==> config.mk <==
export PLATFORM = sky130hd
export DESIGN_NAME = spi_xfer_queue
export DESIGN_NICKNAME = d
export VERILOG_FILES = /design/src/rtl/spi_xfer_queue.sv
export SDC_FILE = /design/constraint.sdc
export NUM_CORES = 1
export LEC_CHECK = 0
export ABC_AREA = 1
export CAP_MARGIN = 20
export CORE_ASPECT_RATIO = 2
export CORE_MARGIN = 10
export CORE_UTILIZATION = 50
export DETAILED_ROUTE_END_ITERATION = 12
export PLACE_DENSITY = 0.76
export SYNTH_ARGS = -nofsm -noshare
export SYNTH_HDL_FRONTEND = slang
export SYNTH_SLANG_ARGS = --single-unit
==> constraint.sdc <==
create_clock -name clk_i -period 10.4 [get_ports clk_i]
set_input_delay 2.08 -clock clk_i [delete_from_list [all_inputs] [get_ports clk_i]]
set_output_delay 2.08 -clock clk_i [all_outputs]
set_load 0.005 [all_outputs]
==> src/rtl/spi_xfer_queue.sv <==
// Command/response queue in front of an SPI master: TX FIFO -> one transfer at a time -> RX FIFO.
// Optional per-transfer timeout is compiled in with `define SPI_QUEUE_TIMEOUT_EN.
module spi_xfer_queue #(
    parameter int unsigned DEPTH          = 4,
    parameter int unsigned TIMEOUT_CYCLES = 1024
) (
    input  logic                     clk_i,
    input  logic                     rst_i,
    input  logic                     tx_wr_i,
    input  logic [31:0]              tx_data_i,
    input  logic [2:0]               tx_bytes_i,
    output logic                     tx_full_o,
    output logic [$clog2(DEPTH):0]   tx_level_o,
    input  logic                     rx_rd_i,
    output logic [31:0]              rx_data_o,
    output logic [2:0]               rx_bytes_o,
    output logic                     rx_empty_o,
    output logic [$clog2(DEPTH):0]   rx_level_o,
    output logic [2:0]               err_o,
    input  logic                     err_clr_i,
    output logic                     busy_o,
    output logic                     spi_enable_o,
    output logic [31:0]              spi_write_data_o,
    output logic [2:0]               spi_write_data_bytes_valid_o,
    input  logic                     spi_ready_i,
    input  logic [31:0]              spi_read_data_i,
    input  logic [2:0]               spi_read_data_bytes_valid_i
);

    localparam int unsigned PW = $clog2(DEPTH);
    localparam int unsigned LW = PW + 1;

    typedef enum logic [2:0] {
        StIdle,
        StLaunch,
        StWaitBusy,
        StWaitDone,
        StCapture
    } state_e;

    state_e state_q;

    // TX FIFO
    logic [31:0]   tx_data_mem  [DEPTH];
    logic [2:0]    tx_bytes_mem [DEPTH];
    logic [PW:0]   tx_wptr_q, tx_rptr_q;
    logic [PW:0]   tx_level;
    logic          tx_full, tx_empty, tx_push, tx_pop;
    logic [31:0]   tx_head_data;
    logic [2:0]    tx_head_bytes;

    // RX FIFO
    logic [31:0]   rx_data_mem  [DEPTH];
    logic [2:0]    rx_bytes_mem [DEPTH];
    logic [PW:0]   rx_wptr_q, rx_rptr_q;
    logic [PW:0]   rx_level;
    logic          rx_full, rx_empty, rx_push, rx_pop;

    logic          head_bad, launch, drop_bad, timeout_hit;
    logic [2:0]    err_q, err_d;
    logic          enable_q;
    logic [31:0]   wdata_q;
    logic [2:0]    wbytes_q;

`ifdef SPI_QUEUE_TIMEOUT_EN
    logic [31:0]   tmo_cnt_q;
`endif

    always_comb begin
        tx_level      = tx_wptr_q - tx_rptr_q;
        tx_full       = (tx_level == LW'(DEPTH));
        tx_empty      = (tx_level == '0);
        tx_head_data  = tx_data_mem[tx_rptr_q[PW-1:0]];
        tx_head_bytes = tx_bytes_mem[tx_rptr_q[PW-1:0]];
        rx_level      = rx_wptr_q - rx_rptr_q;
        rx_full       = (rx_level == LW'(DEPTH));
        rx_empty      = (rx_level == '0);

        head_bad = (tx_head_bytes == 3'd0) || (tx_head_bytes > 3'd4);
        drop_bad = (state_q == StIdle) && !tx_empty && head_bad;
        // RX-full backpressure is applied here so a capture always has room.
        launch   = (state_q == StIdle) && !tx_empty && !head_bad && !rx_full && spi_ready_i;
        tx_push  = tx_wr_i && !tx_full;
        tx_pop   = drop_bad || launch;
        rx_push  = (state_q == StCapture);
        rx_pop   = rx_rd_i && !rx_empty;
    end

`ifdef SPI_QUEUE_TIMEOUT_EN
    always_comb begin
        timeout_hit = ((state_q == StWaitBusy) || (state_q == StWaitDone)) &&
                      (tmo_cnt_q == 32'(TIMEOUT_CYCLES - 1));
    end
`else
    always_comb begin
        timeout_hit = 1'b0;
    end
`endif

    always_comb begin
        if (err_clr_i) begin
            err_d = 3'b000;
        end else begin
            err_d = err_q | {timeout_hit, drop_bad, tx_wr_i && tx_full};
        end
    end

    // Storage arrays carry no reset; outputs are qualified by the pointers.
    always_ff @(posedge clk_i) begin
        if (tx_push) begin
            tx_data_mem[tx_wptr_q[PW-1:0]]  <= tx_data_i;
            tx_bytes_mem[tx_wptr_q[PW-1:0]] <= tx_bytes_i;
        end
        if (rx_push) begin
            rx_data_mem[rx_wptr_q[PW-1:0]]  <= spi_read_data_i;
            rx_bytes_mem[rx_wptr_q[PW-1:0]] <= spi_read_data_bytes_valid_i;
        end
    end

    always_ff @(posedge clk_i) begin
        if (rst_i) begin
            tx_wptr_q <= '0;
            tx_rptr_q <= '0;
            rx_wptr_q <= '0;
            rx_rptr_q <= '0;
        end else begin
            if (tx_push) tx_wptr_q <= tx_wptr_q + 1'b1;
            if (tx_pop)  tx_rptr_q <= tx_rptr_q + 1'b1;
            if (rx_push) rx_wptr_q <= rx_wptr_q + 1'b1;
            if (rx_pop)  rx_rptr_q <= rx_rptr_q + 1'b1;
        end
    end

    always_ff @(posedge clk_i) begin
        if (rst_i) begin
            state_q  <= StIdle;
            enable_q <= 1'b0;
            wdata_q  <= '0;
            wbytes_q <= '0;
            err_q    <= '0;
`ifdef SPI_QUEUE_TIMEOUT_EN
            tmo_cnt_q <= '0;
`endif
        end else begin
            err_q    <= err_d;
            enable_q <= 1'b0;
            unique case (state_q)
                StIdle: begin
                    if (launch) begin
                        wdata_q  <= tx_head_data;
                        wbytes_q <= tx_head_bytes;
                        enable_q <= 1'b1;
                        state_q  <= StLaunch;
                    end
                end
                StLaunch: begin
                    state_q <= StWaitBusy;
`ifdef SPI_QUEUE_TIMEOUT_EN
                    tmo_cnt_q <= '0;
`endif
                end
                StWaitBusy: begin
                    if (timeout_hit) begin
                        state_q <= StIdle;
                    end else if (!spi_ready_i) begin
                        state_q <= StWaitDone;
                    end
`ifdef SPI_QUEUE_TIMEOUT_EN
                    tmo_cnt_q <= tmo_cnt_q + 32'd1;
`endif
                end
                StWaitDone: begin
                    if (timeout_hit) begin
                        state_q <= StIdle;
                    end else if (spi_ready_i) begin
                        state_q <= StCapture;
                    end
`ifdef SPI_QUEUE_TIMEOUT_EN
                    tmo_cnt_q <= tmo_cnt_q + 32'd1;
`endif
                end
                StCapture: begin
                    state_q <= StIdle;
                end
                default: begin
                    state_q <= StIdle;
                end
            endcase
        end
    end

    always_comb begin
        tx_full_o                    = tx_full;
        tx_level_o                   = tx_level;
        rx_empty_o                   = rx_empty;
        rx_level_o                   = rx_level;
        rx_data_o                    = rx_empty ? 32'd0 : rx_data_mem[rx_rptr_q[PW-1:0]];
        rx_bytes_o                   = rx_empty ? 3'd0 : rx_bytes_mem[rx_rptr_q[PW-1:0]];
        err_o                        = err_q;
        busy_o                       = (state_q != StIdle);
        spi_enable_o                 = enable_q;
        spi_write_data_o             = wdata_q;
        spi_write_data_bytes_valid_o = wbytes_q;
    end

endmodule
==> results.yml <==
clocking:
  clockBufferDepth: 3
  clk_latency_ns: 0.54
  cts_inserted_buffers: 27
  h-tree-depth: 1
  cts_root_buffer: "clkbuf_16"
  cts.sinks: 337
  cts_tree: "built"
  hold_buffers: 0
  clk_pin_slew_ns: 0.07
  cts_setup_buffers: 0
  cts_resized: 0
logic_synthesis:
  yosysWarnings: 0
  synth-seq-cells: 337
  synthesis.nets: 1170
  synth_area_um2: 13100
  ys_seq_area_share_pct: 73.1
  syn_inst: 1080
  avgSynthCellArea_um2: 12.1
  synth.distinct_cells: 27
sta:
  drv_slew: 0
  fmax_ghz: 0.188
  hold_viol_final: 0
  finClkSkew_ns: 0.00805
  fin_crit_ns: 5.33
  slew_headroom_pct: 52.0
  fin_setup_tns_ns: 0
  rsz0062_at_grt: "false"
  tightest_slew_ns: 0.721
  setup_viol_count_final: 0
  fin_crit_sh_pct: 51.2
detailed_routing:
  drtIter0Drc: 589
  met3_length_um: 1350
  routed.top_layer: "met4"
  dr.pass1.iters: 5
  finalWirelength_um: 28400
  via_per_inst: 5.35
  drt-met1-wl_um: 10500
  wire_per_inst_um: 18.0
  ant_nets: 0
  met2RoutedLength_um: 15900
  drcViolationCount: 0
  routed-via-count: 8471
placed_design:
  routabilityCongestion: 0.795
  dp_cells: 1533
  portBuffers: 157
  hpwl_um: 17800
  place_area_um2: 15000
floorplan:
  die_y_um: 249
  start_util_pct: 50.7
  core_area_um2: 25800
  dieArea_um2: 33400
  die_w_um: 134
  ios: 159
  rows: 83
pwr:
  peakVddDrop_v: 0.000187
  p_seq_share_pct: 41.8
  p_leak_nw: 5.64
  internal_power_mw: 2.75
  p_comb_share_pct: 33.3
  switching_share_pct: 31.1
  powerDensity_nw_per_um2: 252
  switchingPower_mw: 1.24
  clkPwrFrac_pct: 24.9
global_routing:
  antenna_found_initial: 0
  grt_pass1_vias: 8605
  grt_max_degree: 72
  grt_pass1_wl_um: 44300
  grt-ovfl-total: 0
  grt_usage_pct: 16.4
setup_path:
  cp_max_fo: 71
  endpoint_kind: "primary output"
  crit_path_start_kind: "register"
  cp.required_ns: 8.32
  worstSetupPathType: "register to primary output"
  worstPathArrival_ns: 3.25
hold_path:
  hp-class: "register to register"
run:
  max_cap_violations: 0
status:
  outcome: "complete, no violations"
final_layout:
  antenna_cells: 0
  area_growth_syn_to_layout_pct: 21.3
  fillers: 1980
  instances_no_fill: 1582
  nets: 1312
  stdcell_area_um2: 15800
  drive_above_1_share_pct: 6.20
[power groups by stage]
stage / registers, mW / logic, mW / clock network, mW
after global routing: 1.68 / 1.48 / 1.06
after floorplan: 1.69 / 0.716 / 0
after detailed placement: 1.69 / 1.35 / 0
after CTS: 1.67 / 1.35 / 1.01
after global placement: 1.69 / 1.31 / 0
final: 1.67 / 1.33 / 0.994
[routing by layer]
metal | global-route usage, % | up-vias
met4 | 5.89 | 0
met1 | 16.7 | 4169
met3 | 2.93 | 36
li1 | - | 4062
met5 | 0 | -
met2 | 31.6 | 204
[through the flow]
stage                     util, %  total power [mW]  setup WS [ns]  hold slack (ns)
after global placement       58.2              3.00           5.71            0.435
after floorplan                 -              2.41           6.21            0.442
final                        61.5              3.99           5.07            0.451
after detailed placement     58.2              3.04           5.63            0.444
after CTS                    61.5              4.03           5.04            0.455
after global routing         61.5              4.22           4.89            0.487
[final timing paths]
| check | startpoint | endpoint | slack (ns) | depth (start not counted) |
|---|---|---|---|---|
| max | register | rx_data_o[20] | 5.07 | 8 |
| max reg2reg | tx_rptr_q[0] | tx_data_mem[3][24] | 7.16 | 9 |
| min reg2reg | err_o[1] | err_o[1] | 0.45 | 2 |
| min | err_o[1] | err_o[1] | 0.45 | 2 |
[cells in the final DEF (no fill, tap or decap)]
master and n:
inv_2 3, clkbuf_1 9, clkbuf_8 3, nand3_2 1, nor2_4 8, xor2_1 1, a21oi_1 18, clkinvlp_4 3
conb_1 1, inv_1 74, dfxtp_1 53, nor3b_1 1, ha_1 12, nand2_4 1, bufinv_16 2, o211ai_1 1
clkinv_2 3, clkdlybuf4s50_1 157, clkinv_1 2, dfxtp_2 4, nand3_1 13, buf_4 16, edfxtp_1 280, nor3_1 1
o21ai_0 112, clkbuf_16 27, or2_2 1, nor2_1 278, fa_1 2, o32ai_1 67, inv_4 1, nand2_2 4
nand2_1 83
[critical path, stage by stage, from the launching register on]
cell and delay [ns]:
dfxtp_2 0.31, buf_4 0.31, inv_2 0.36, buf_4 0.53, nor2_1 0.08, o32ai_1 0.37
nand2_1 0.09, inv_1 0.07, clkdlybuf4s50_1 0.52
[logic make-up (layout without fill, tap and decap cells)]
logic type / after synthesis / in the layout / synth area share, %
AO/OA/AOI/OAI: 198 / 198 / 9.53
XOR/XNOR: 1 / 1 / 0.0670
adder cells (fa/ha/maj): 14 / 14 / 1.46
buffers and inverters: 138 / 300 / 4.24
flip-flops: 337 / 337 / 73.1
other: 1 / 1 / 0.0287
AND/OR/NAND/NOR: 391 / 391 / 11.6
[Yosys cell counts]
cell | count | area share [%]
a21oi_1 | 18 | 0.69
buf_1 | 4 | 0.11
buf_2 | 9 | 0.34
buf_4 | 4 | 0.23
buf_6 | 1 | 0.086
clkbuf_1 | 42 | 1.2
conb_1 | 1 | 0.029
dfxtp_1 | 57 | 8.7
edfxtp_1 | 280 | 64
fa_1 | 2 | 0.31
ha_1 | 12 | 1.1
inv_1 | 75 | 2.2
inv_2 | 2 | 0.057
inv_4 | 1 | 0.048
nand2_1 | 83 | 2.4
nand2_2 | 4 | 0.19
nand2_4 | 1 | 0.086
nand3_1 | 13 | 0.50
nand3_2 | 1 | 0.077
nor2_1 | 286 | 8.2
nor3_1 | 1 | 0.038
nor3b_1 | 1 | 0.057
o211ai_1 | 1 | 0.057
o21ai_0 | 112 | 4.3
o32ai_1 | 67 | 4.5
or2_2 | 1 | 0.048
xor2_1 | 1 | 0.067
[registers in the layout (all words and copies together), names as in the netlist, named ones only]
register	count
spi_enable_o	1
spi_write_data_o	32
tx_wptr_q	3
state_q	3
rx_wptr_q	3
tx_rptr_q	3
spi_write_data_bytes_valid_o	3
rx_bytes_mem	12
tx_bytes_mem	12
rx_data_mem	128
err_o	2
tx_data_mem	128
rx_rptr_q	3
[area by class of cell]
type	instances	area, µm²	area share [%]
flip-flops and latches	337	9550	60.3
repair buffers	173	1690	10.7
well taps	340	425	2.68
multi-input cells	605	3020	19.1
clock buffers	39	751	4.74
clock inverters	10	105	0.663
inverters	78	295	1.86
Power figures use the tool's default switching activity.
